<file path="src/rtl/switch_button_in.sv">
// ---------------------------------------------------------------------------
// switch_button_in
//
// Memory-mapped input peripheral sharing the data-memory bus with the LED
// output device. Synchronises and debounces 16 slide switches and NUM_BTN
// push buttons, latches button presses into sticky write-1-to-clear flags,
// keeps a saturating press counter and returns everything through a
// registered read port.
//
// Ports:
//   clk          system clock
//   rst          synchronous, active-low reset
//   writeData    bus write data
//   writeEnable  bus write strobe (one cycle per write)
//   readEnable   bus read strobe
//   memAddress   bus address, only [4:2] decoded
//   switches     raw asynchronous switch pins
//   buttons      raw asynchronous button pins, active-high
//   readData     registered read data, valid the cycle after readEnable
//   irq          press-event interrupt (0 unless SWITCH_BUTTON_IRQ_EN)
//
// Register map (word offset memAddress[4:2]):
//   0 SWITCH   RO   {16'b0, debounced switches}
//   1 BUTTON   RO   debounced buttons, zero-extended
//   2 EVENT    W1C  sticky press flags; a set on the same edge wins
//   3 COUNT    RWC  8-bit saturating press count; any write clears it
//   4 IRQ_MASK RW   only with SWITCH_BUTTON_IRQ_EN, otherwise reads 0
//   5..7            read 0, writes ignored
//
// Build option: define SWITCH_BUTTON_IRQ_EN to add IRQ_MASK and drive irq.
// ---------------------------------------------------------------------------
module switch_button_in #(
  parameter int NUM_BTN         = 5,
  parameter int DEBOUNCE_CYCLES = 100000
) (
  input  logic               clk,
  input  logic               rst,
  input  logic [31:0]        writeData,
  input  logic               writeEnable,
  input  logic               readEnable,
  input  logic [31:0]        memAddress,
  input  logic [15:0]        switches,
  input  logic [NUM_BTN-1:0] buttons,
  output logic [31:0]        readData,
  output logic               irq
);

  localparam int NIN = 16 + NUM_BTN;
  localparam int CW  = (DEBOUNCE_CYCLES > 1) ? $clog2(DEBOUNCE_CYCLES) : 1;
  localparam logic [CW-1:0] CNT_LAST = CW'(DEBOUNCE_CYCLES - 1);

  localparam logic [2:0] OFF_SWITCH = 3'd0;
  localparam logic [2:0] OFF_BUTTON = 3'd1;
  localparam logic [2:0] OFF_EVENT  = 3'd2;
  localparam logic [2:0] OFF_COUNT  = 3'd3;
  localparam logic [2:0] OFF_MASK   = 3'd4;

  // -------------------------------------------------------------------------
  // Synchroniser: switches and buttons share one vector so a single
  // debounce loop covers every pin.
  // -------------------------------------------------------------------------
  logic [NIN-1:0] raw;
  logic [NIN-1:0] sync1;
  logic [NIN-1:0] sync2;
  logic [NIN-1:0] deb;
  logic [CW-1:0]  cnt [NIN];

  assign raw = {buttons, switches};

  always_ff @(posedge clk) begin
    if (!rst) begin
      sync1 <= '0;
      sync2 <= '0;
    end else begin
      sync1 <= raw;
      sync2 <= sync1;
    end
  end

  // -------------------------------------------------------------------------
  // Debounce: each bit counts consecutive edges on which the synchronised
  // value disagrees with the debounced one; any agreeing edge restarts the
  // count. The DEBOUNCE_CYCLES-th disagreeing edge flips the output, so the
  // counter never needs to hold DEBOUNCE_CYCLES itself.
  // -------------------------------------------------------------------------
  always_ff @(posedge clk) begin
    if (!rst) begin
      deb <= '0;
      for (int unsigned i = 0; i < NIN; i++) begin
        cnt[i] <= '0;
      end
    end else begin
      for (int unsigned i = 0; i < NIN; i++) begin
        if (sync2[i] == deb[i]) begin
          cnt[i] <= '0;
        end else if (cnt[i] == CNT_LAST) begin
          deb[i] <= sync2[i];
          cnt[i] <= '0;
        end else begin
          cnt[i] <= cnt[i] + CW'(1);
        end
      end
    end
  end

  logic [15:0]        deb_sw;
  logic [NUM_BTN-1:0] deb_btn;

  assign deb_sw  = deb[15:0];
  assign deb_btn = deb[NIN-1:16];

  // -------------------------------------------------------------------------
  // Press detection: a rising debounced button is seen one edge after it
  // rises, which is when EVENT and COUNT pick it up.
  // -------------------------------------------------------------------------
  logic [NUM_BTN-1:0] deb_btn_d;
  logic [NUM_BTN-1:0] rise;
  logic [4:0]         rise_cnt;

  always_ff @(posedge clk) begin
    if (!rst) begin
      deb_btn_d <= '0;
    end else begin
      deb_btn_d <= deb_btn;
    end
  end

  assign rise = deb_btn & ~deb_btn_d;

  always_comb begin
    rise_cnt = '0;
    for (int unsigned i = 0; i < NUM_BTN; i++) begin
      rise_cnt = rise_cnt + 5'(rise[i]);
    end
  end

  // -------------------------------------------------------------------------
  // Bus write decode
  // -------------------------------------------------------------------------
  logic [2:0] offset;
  logic       wr_event;
  logic       wr_count;

  assign offset   = memAddress[4:2];
  assign wr_event = writeEnable && (offset == OFF_EVENT);
  assign wr_count = writeEnable && (offset == OFF_COUNT);

  // -------------------------------------------------------------------------
  // EVENT flags: clear first, then OR in new presses so a set on the same
  // edge as its clear survives.
  // -------------------------------------------------------------------------
  logic [NUM_BTN-1:0] evt_flags;
  logic [NUM_BTN-1:0] evt_clr;

  assign evt_clr = wr_event ? writeData[NUM_BTN-1:0] : '0;

  always_ff @(posedge clk) begin
    if (!rst) begin
      evt_flags <= '0;
    end else begin
      evt_flags <= (evt_flags & ~evt_clr) | rise;
    end
  end

  // -------------------------------------------------------------------------
  // COUNT: a write restarts from this edge's presses rather than from zero,
  // so presses coincident with the clear are not lost.
  // -------------------------------------------------------------------------
  logic [7:0] press_count;
  logic [8:0] count_sum;
  logic [7:0] count_next;

  assign count_sum = {1'b0, press_count} + 9'(rise_cnt);

  always_comb begin
    count_next = press_count;
    if (wr_count) begin
      count_next = 8'(rise_cnt);
    end else if (count_sum[8]) begin
      count_next = 8'hFF;
    end else begin
      count_next = count_sum[7:0];
    end
  end

  always_ff @(posedge clk) begin
    if (!rst) begin
      press_count <= '0;
    end else begin
      press_count <= count_next;
    end
  end

  // -------------------------------------------------------------------------
  // Optional interrupt
  // -------------------------------------------------------------------------
  logic [31:0] mask_word;

`ifdef SWITCH_BUTTON_IRQ_EN
  logic               wr_mask;
  logic [NUM_BTN-1:0] irq_mask;

  assign wr_mask = writeEnable && (offset == OFF_MASK);

  always_ff @(posedge clk) begin
    if (!rst) begin
      irq_mask <= '0;
      irq      <= 1'b0;
    end else begin
      if (wr_mask) begin
        irq_mask <= writeData[NUM_BTN-1:0];
      end
      irq <= |(evt_flags & irq_mask);
    end
  end

  assign mask_word = 32'(irq_mask);
`else
  assign irq       = 1'b0;
  assign mask_word = '0;
`endif

  // -------------------------------------------------------------------------
  // Read port: samples the pre-update register values of the read edge.
  // -------------------------------------------------------------------------
  logic [31:0] rd_word;

  always_comb begin
    rd_word = '0;
    case (offset)
      OFF_SWITCH: rd_word = {16'b0, deb_sw};
      OFF_BUTTON: rd_word = 32'(deb_btn);
      OFF_EVENT:  rd_word = 32'(evt_flags);
      OFF_COUNT:  rd_word = {24'b0, press_count};
      OFF_MASK:   rd_word = mask_word;
      default:    rd_word = '0;
    endcase
  end

  always_ff @(posedge clk) begin
    if (!rst) begin
      readData <= '0;
    end else if (readEnable) begin
      readData <= rd_word;
    end
  end

  // Address bits outside the word offset and data bits above the button
  // field carry no meaning here.
  logic unused_bits;
  assign unused_bits = ^{memAddress[31:5], memAddress[1:0], writeData[31:NUM_BTN]};

endmodule

</file>
<file path="config.mk">
export PLATFORM = sky130hd
export DESIGN_NAME = switch_button_in
export DESIGN_NICKNAME = d
export VERILOG_FILES = /design/src/rtl/switch_button_in.sv
export SDC_FILE = /design/constraint.sdc
export NUM_CORES = 1
export LEC_CHECK = 0
export ABC_AREA = 0
export ABC_CLOCK_PERIOD_IN_PS = 3050
export BUFFER_PORTS_ARGS = -buffer_cell sky130_fd_sc_hd__buf_4
export CORE_MARGIN = 5
export CORE_UTILIZATION = 40
export DETAILED_ROUTE_END_ITERATION = 8
export HOLD_SLACK_MARGIN = 0.03
export PLACE_DENSITY_LB_ADDON = 0.1
export SYNTH_ARGS = -nofsm -noshare
export SYNTH_HDL_FRONTEND = slang
export SYNTH_SLANG_ARGS = --single-unit
</file>
<file path="constraint.sdc">
create_clock -name clk -period 3.05 [get_ports clk]
set_input_delay 0.305 -clock clk [delete_from_list [all_inputs] [get_ports clk]]
set_output_delay 0.305 -clock clk [all_outputs]
set_load 0.1 [all_outputs]
</file>
==> results.txt <==
The area of the core came out at 57810 sq um. At the end of the flow the core is filled with cells to 0.4794. The min-delay analysis places its worst path in the category in2reg.

The number of global-route vias before repair came out at 15792. For this design, the slowest cell found on the critical path is sky130_fd_sc_hd__fa_1. The total of warnings raised by yosys came out at 0. The static leakage is 9.789 nW. The detailed-routing iteration count for the pre-antenna-repair pass is 5. After filler insertion, the fill cell instance count of the layout stands at 5568. Data on the critical path is required at its endpoint by 3.59 ns. The via-per-instance ratio is 4.770. STA puts the critical path data arrival time at 3.35 ns. The net count of the finished layout is 2762.

The sequential cell area fraction in the yosys report is 0.5408. Setup repair after global routing left no endpoint under its margin. The met2 demand-to-capacity share in global routing is 0.2295. The cell area power density came out at 502.0 nW/um^2. The kind of cell adding the most delay to the critical path is adder cells. After layout, the minimum clock period comes to 2.818 ns. The cell row count came out at 88. The initial antenna violation count came out at 2.

The flip-flop and latch count after synthesis is 454. The mapped cell area is 23410 sq um. Counting both buffers and inverters, the worst setup path holds a total of 2. The DRC violations left came out at 0. In the final routed layout, each cell accounts on average for 13.22 um. The initial cell density of the core is 0.4050.

The post-DP HPWL is 31.86 mm. The cell count after synthesis came out at 2213. The total inserted antenna cells is 0. The run finished with clean final reports.

The final route contains 16465 vias. The width of the die came out at 251.9 um. The predominant post-synthesis flop cell is sky130_fd_sc_hd__edfxtp_1. The overall global routing resource usage is 0.1431. From synthesis to final layout, the design area changed by 18.36%.

The actual slew at the worst max-slew pin is 0.8671 ns. The launching element type of the critical path is a flop. TritonCTS built the clock tree.

The final setup violation count came out at 0. The post-synthesis average cell area came out at 10.58 sq um. The top achievable clock speed is 354.9 MHz.

The number of clock buffers added by TritonCTS is 51. The die extent in y is 251.9 um. The congestion estimate from routability-driven global placement came to 0.8287.

The largest net degree at the start of global routing is 43. In the post-route analysis, the smallest setup slack over all paths is 0.2319 ns. The number of clock sinks seen by CTS came out at 454. The first global-routing pass estimated 77.01 mm of wire.

Prior to clock tree synthesis, the placed netlist has a worst setup slack of 0.01866 ns. The worst IR drop on VDD came out at 0.4034 mV. The full die area came out at 63470 sq um. The final setup TNS is 0 ns. Of all flip-flops after synthesis, the portion carrying an async set or reset was 0. Yosys mapped a number of flops with a built-in enable equal to 357.

The clock transition at the registers of the reported paths is 0.06 ns. The max-slew violation count is 0. In this run the clock root is driven by a sky130_fd_sc_hd__clkbuf_16. The critical path endpoint category is a flop. The clock latency on the worst-skew pair is 0.59 ns. In this run the deepest clock path goes through 3 buffers.

The worst-case headroom to the max-slew limit came out at 0.4219. Buffers placed on the I/O ports in this run total 48. The count of distinct cell types in the synthesized netlist came out at 65.

The maximum net fanout on the critical path is 4. For this run, the slowest stage of the critical path takes 0.51 ns. The share of layout cells above drive strength 1 came out at 0.06252.

The violation count after the first detailed-route iteration came out at 860. The final setup skew came out at 0.01446 ns. The remaining antenna violation count is 0.

The routing usage on met1 is 0.2012. After global routing the overflow that remains totals 0. The number of endpoints with negative hold slack in the final report is 0.

Summed over all layers, the routed wires come to 45.65 mm. The number of primary I/O pins came out at 122. The peak-usage layer in the global routing report is met2. Traced cell by cell, the critical path runs through nand2b_1 -> fa_1 -> fa_1 -> inv_1 -> ha_1 -> inv_1 -> fa_2 -> nor2b_4 -> o21ai_0 -> a21oi_1 -> o31a_1. The level count of the clock H-tree came out at 2. The category of the critical setup timing path is reg2reg.

The number of maximum-capacitance violations is 0. The global routing usage on met3 came out at 0.03020. Of the available clock period, the critical path in the final layout requires 0.9240.
flip-flops by register name, summed over array words and instances, names as in the netlist:
signal and flops:
cnt 357, deb 21, deb_btn_d 5, evt_flags 5
press_count 8, readData 16, sync1 21, sync2 21
cell families (layout without fill, tap and decap cells):
logic type,Yosys count,count (layout),share of synthesized area
XOR/XNOR,315,315,0.1178
flip-flops,454,454,0.5408
AND/OR/NAND/NOR,1134,1134,0.2540
other,2,374,0.0003208
adder cells (fa/ha/maj),28,28,0.01592
buffers and inverters,150,252,0.02998
multiplexers,22,22,0.01208
AO/OA/AOI/OAI,108,108,0.02907
metal layers:
metal	wire, um	vias to the layer above
met5	27	-
met4	822	4
met3	1868	62
met2	20600	171
met1	22330	7716
li1	-	8512
where the power goes:
part           internal [W]  switching [W]  total (W)
sequential          0.00691       0.000263    0.00717
clock               0.00361        0.00246    0.00607
combinational      0.000250       0.000420   0.000671
total                0.0108        0.00314     0.0139
cell usage in the layout (no fill, tap or decap), types with 7 or more instances in the layout:
master                          count
sky130_fd_sc_hd__edfxtp_1         357
sky130_fd_sc_hd__and4_1            28
sky130_fd_sc_hd__o31ai_1            7
sky130_fd_sc_hd__dlygate4sd3_1     26
sky130_fd_sc_hd__nor4_1            87
sky130_fd_sc_hd__ha_1              25
sky130_fd_sc_hd__nor2b_1           17
sky130_fd_sc_hd__or3_1             28
sky130_fd_sc_hd__nand4_1          126
sky130_fd_sc_hd__nor4bb_1          22
sky130_fd_sc_hd__xnor2_1          182
sky130_fd_sc_hd__conb_1           374
sky130_fd_sc_hd__xor2_1           133
sky130_fd_sc_hd__nand2_1          112
sky130_fd_sc_hd__and3_1            24
sky130_fd_sc_hd__or2_2              9
sky130_fd_sc_hd__o21ai_0           22
sky130_fd_sc_hd__nand3_1          132
sky130_fd_sc_hd__nor3_1            44
sky130_fd_sc_hd__buf_4             62
sky130_fd_sc_hd__clkbuf_16         54
sky130_fd_sc_hd__nor2_1           387
sky130_fd_sc_hd__a21oi_1           52
sky130_fd_sc_hd__or4_1             12
sky130_fd_sc_hd__nor4b_1           17
sky130_fd_sc_hd__clkbuf_1          20
sky130_fd_sc_hd__mux2i_1           17
sky130_fd_sc_hd__and2_1            52
sky130_fd_sc_hd__inv_1             68
sky130_fd_sc_hd__clkinv_2           7
sky130_fd_sc_hd__dfxtp_1           97
Yosys cell counts, types with 4 or more instances:
| cell type | instances | area [sq um] |
|---|---|---|
| sky130_fd_sc_hd__nor2_1 | 387 | 1453 |
| sky130_fd_sc_hd__edfxtp_1 | 357 | 10720 |
| sky130_fd_sc_hd__xnor2_1 | 182 | 1594 |
| sky130_fd_sc_hd__xor2_1 | 133 | 1165 |
| sky130_fd_sc_hd__nand3_1 | 132 | 660.6 |
| sky130_fd_sc_hd__nand4_1 | 126 | 788.3 |
| sky130_fd_sc_hd__nand2_1 | 112 | 420.4 |
| sky130_fd_sc_hd__dfxtp_1 | 97 | 1942 |
| sky130_fd_sc_hd__nor4_1 | 87 | 544.3 |
| sky130_fd_sc_hd__inv_1 | 68 | 255.2 |
| sky130_fd_sc_hd__a21oi_1 | 52 | 260.3 |
| sky130_fd_sc_hd__and2_1 | 52 | 325.3 |
| sky130_fd_sc_hd__nor3_1 | 44 | 220.2 |
| sky130_fd_sc_hd__clkbuf_1 | 36 | 135.1 |
| sky130_fd_sc_hd__and4_1 | 28 | 245.2 |
| sky130_fd_sc_hd__or3_1 | 28 | 175.2 |
| sky130_fd_sc_hd__ha_1 | 25 | 312.8 |
| sky130_fd_sc_hd__and3_1 | 24 | 150.1 |
| sky130_fd_sc_hd__nor4bb_1 | 22 | 220.2 |
| sky130_fd_sc_hd__o21ai_0 | 22 | 110.1 |
| sky130_fd_sc_hd__buf_2 | 20 | 100.1 |
| sky130_fd_sc_hd__buf_4 | 19 | 142.6 |
| sky130_fd_sc_hd__nor2b_1 | 18 | 112.6 |
| sky130_fd_sc_hd__mux2i_1 | 17 | 170.2 |
| sky130_fd_sc_hd__nor4b_1 | 17 | 148.9 |
| sky130_fd_sc_hd__or4_1 | 12 | 90.09 |
| sky130_fd_sc_hd__or2_2 | 9 | 56.30 |
| sky130_fd_sc_hd__o31ai_1 | 7 | 52.55 |
| sky130_fd_sc_hd__mux4_2 | 5 | 112.6 |
| sky130_fd_sc_hd__nand2b_1 | 5 | 31.28 |
| sky130_fd_sc_hd__nand4b_1 | 5 | 43.79 |
| sky130_fd_sc_hd__or4b_1 | 5 | 50.05 |
| sky130_fd_sc_hd__buf_6 | 4 | 45.04 |
per-stage QoR:
step | hold slack [ns] | area [sq um] | total power [W] | cells
2_1_floorplan | 0.4119 | 24810 | 0.007762 | 2585
3_3_place_gp | 0.4173 | 25790 | 0.007925 | 3331
3_5_place_dp | 0.4186 | 25790 | 0.007937 | 3331
4_1_cts | 0.1748 | 27700 | 0.01415 | 3452
5_1_grt | 0.2080 | 27710 | 0.01452 | 3452
6_report | 0.2304 | 27710 | 0.01391 | 3452
worst min-delay path: cells and delay by family:
kind,cells,cell delay [ns]
AO/OA/AOI/OAI,1,0.11
buffers and inverters,1,0.09
AND/OR/NAND/NOR,1,0.26
path summary, 6_finish.rpt:
path | from | to | slack [ns] | depth (start not counted)
setup reg to reg | deb_btn_d[0] | press_count[6] | 0.23 | 11
setup / recovery | deb_btn_d[0] | press_count[6] | 0.23 | 11
hold / removal | memAddress[4] | press_count[2] | 0.23 | 3
hold reg to reg | sync1[11] | sync2[11] | 0.43 | 1
cell type report:
cell class,instances,area (sq um),area share
inverter,69,259.0,0.009346
sequential,454,12660,0.4569
tap,765,957.2,0.03454
clock inverter,16,151.4,0.005463
timing repair buffer,88,725.7,0.02619
multi-input combinational,1981,11460,0.4136
clock buffer,79,1495,0.05395
what timing repair did:
item / CTS / global route
hold endpoints to repair: 26 / 0
setup buffers: 0 / 0
gates resized for setup: 0 / 4
setup endpoints to repair: 0 / 8
hold buffers: 26 / 0
No activity file was read; power rests on OpenSTA's default activity.
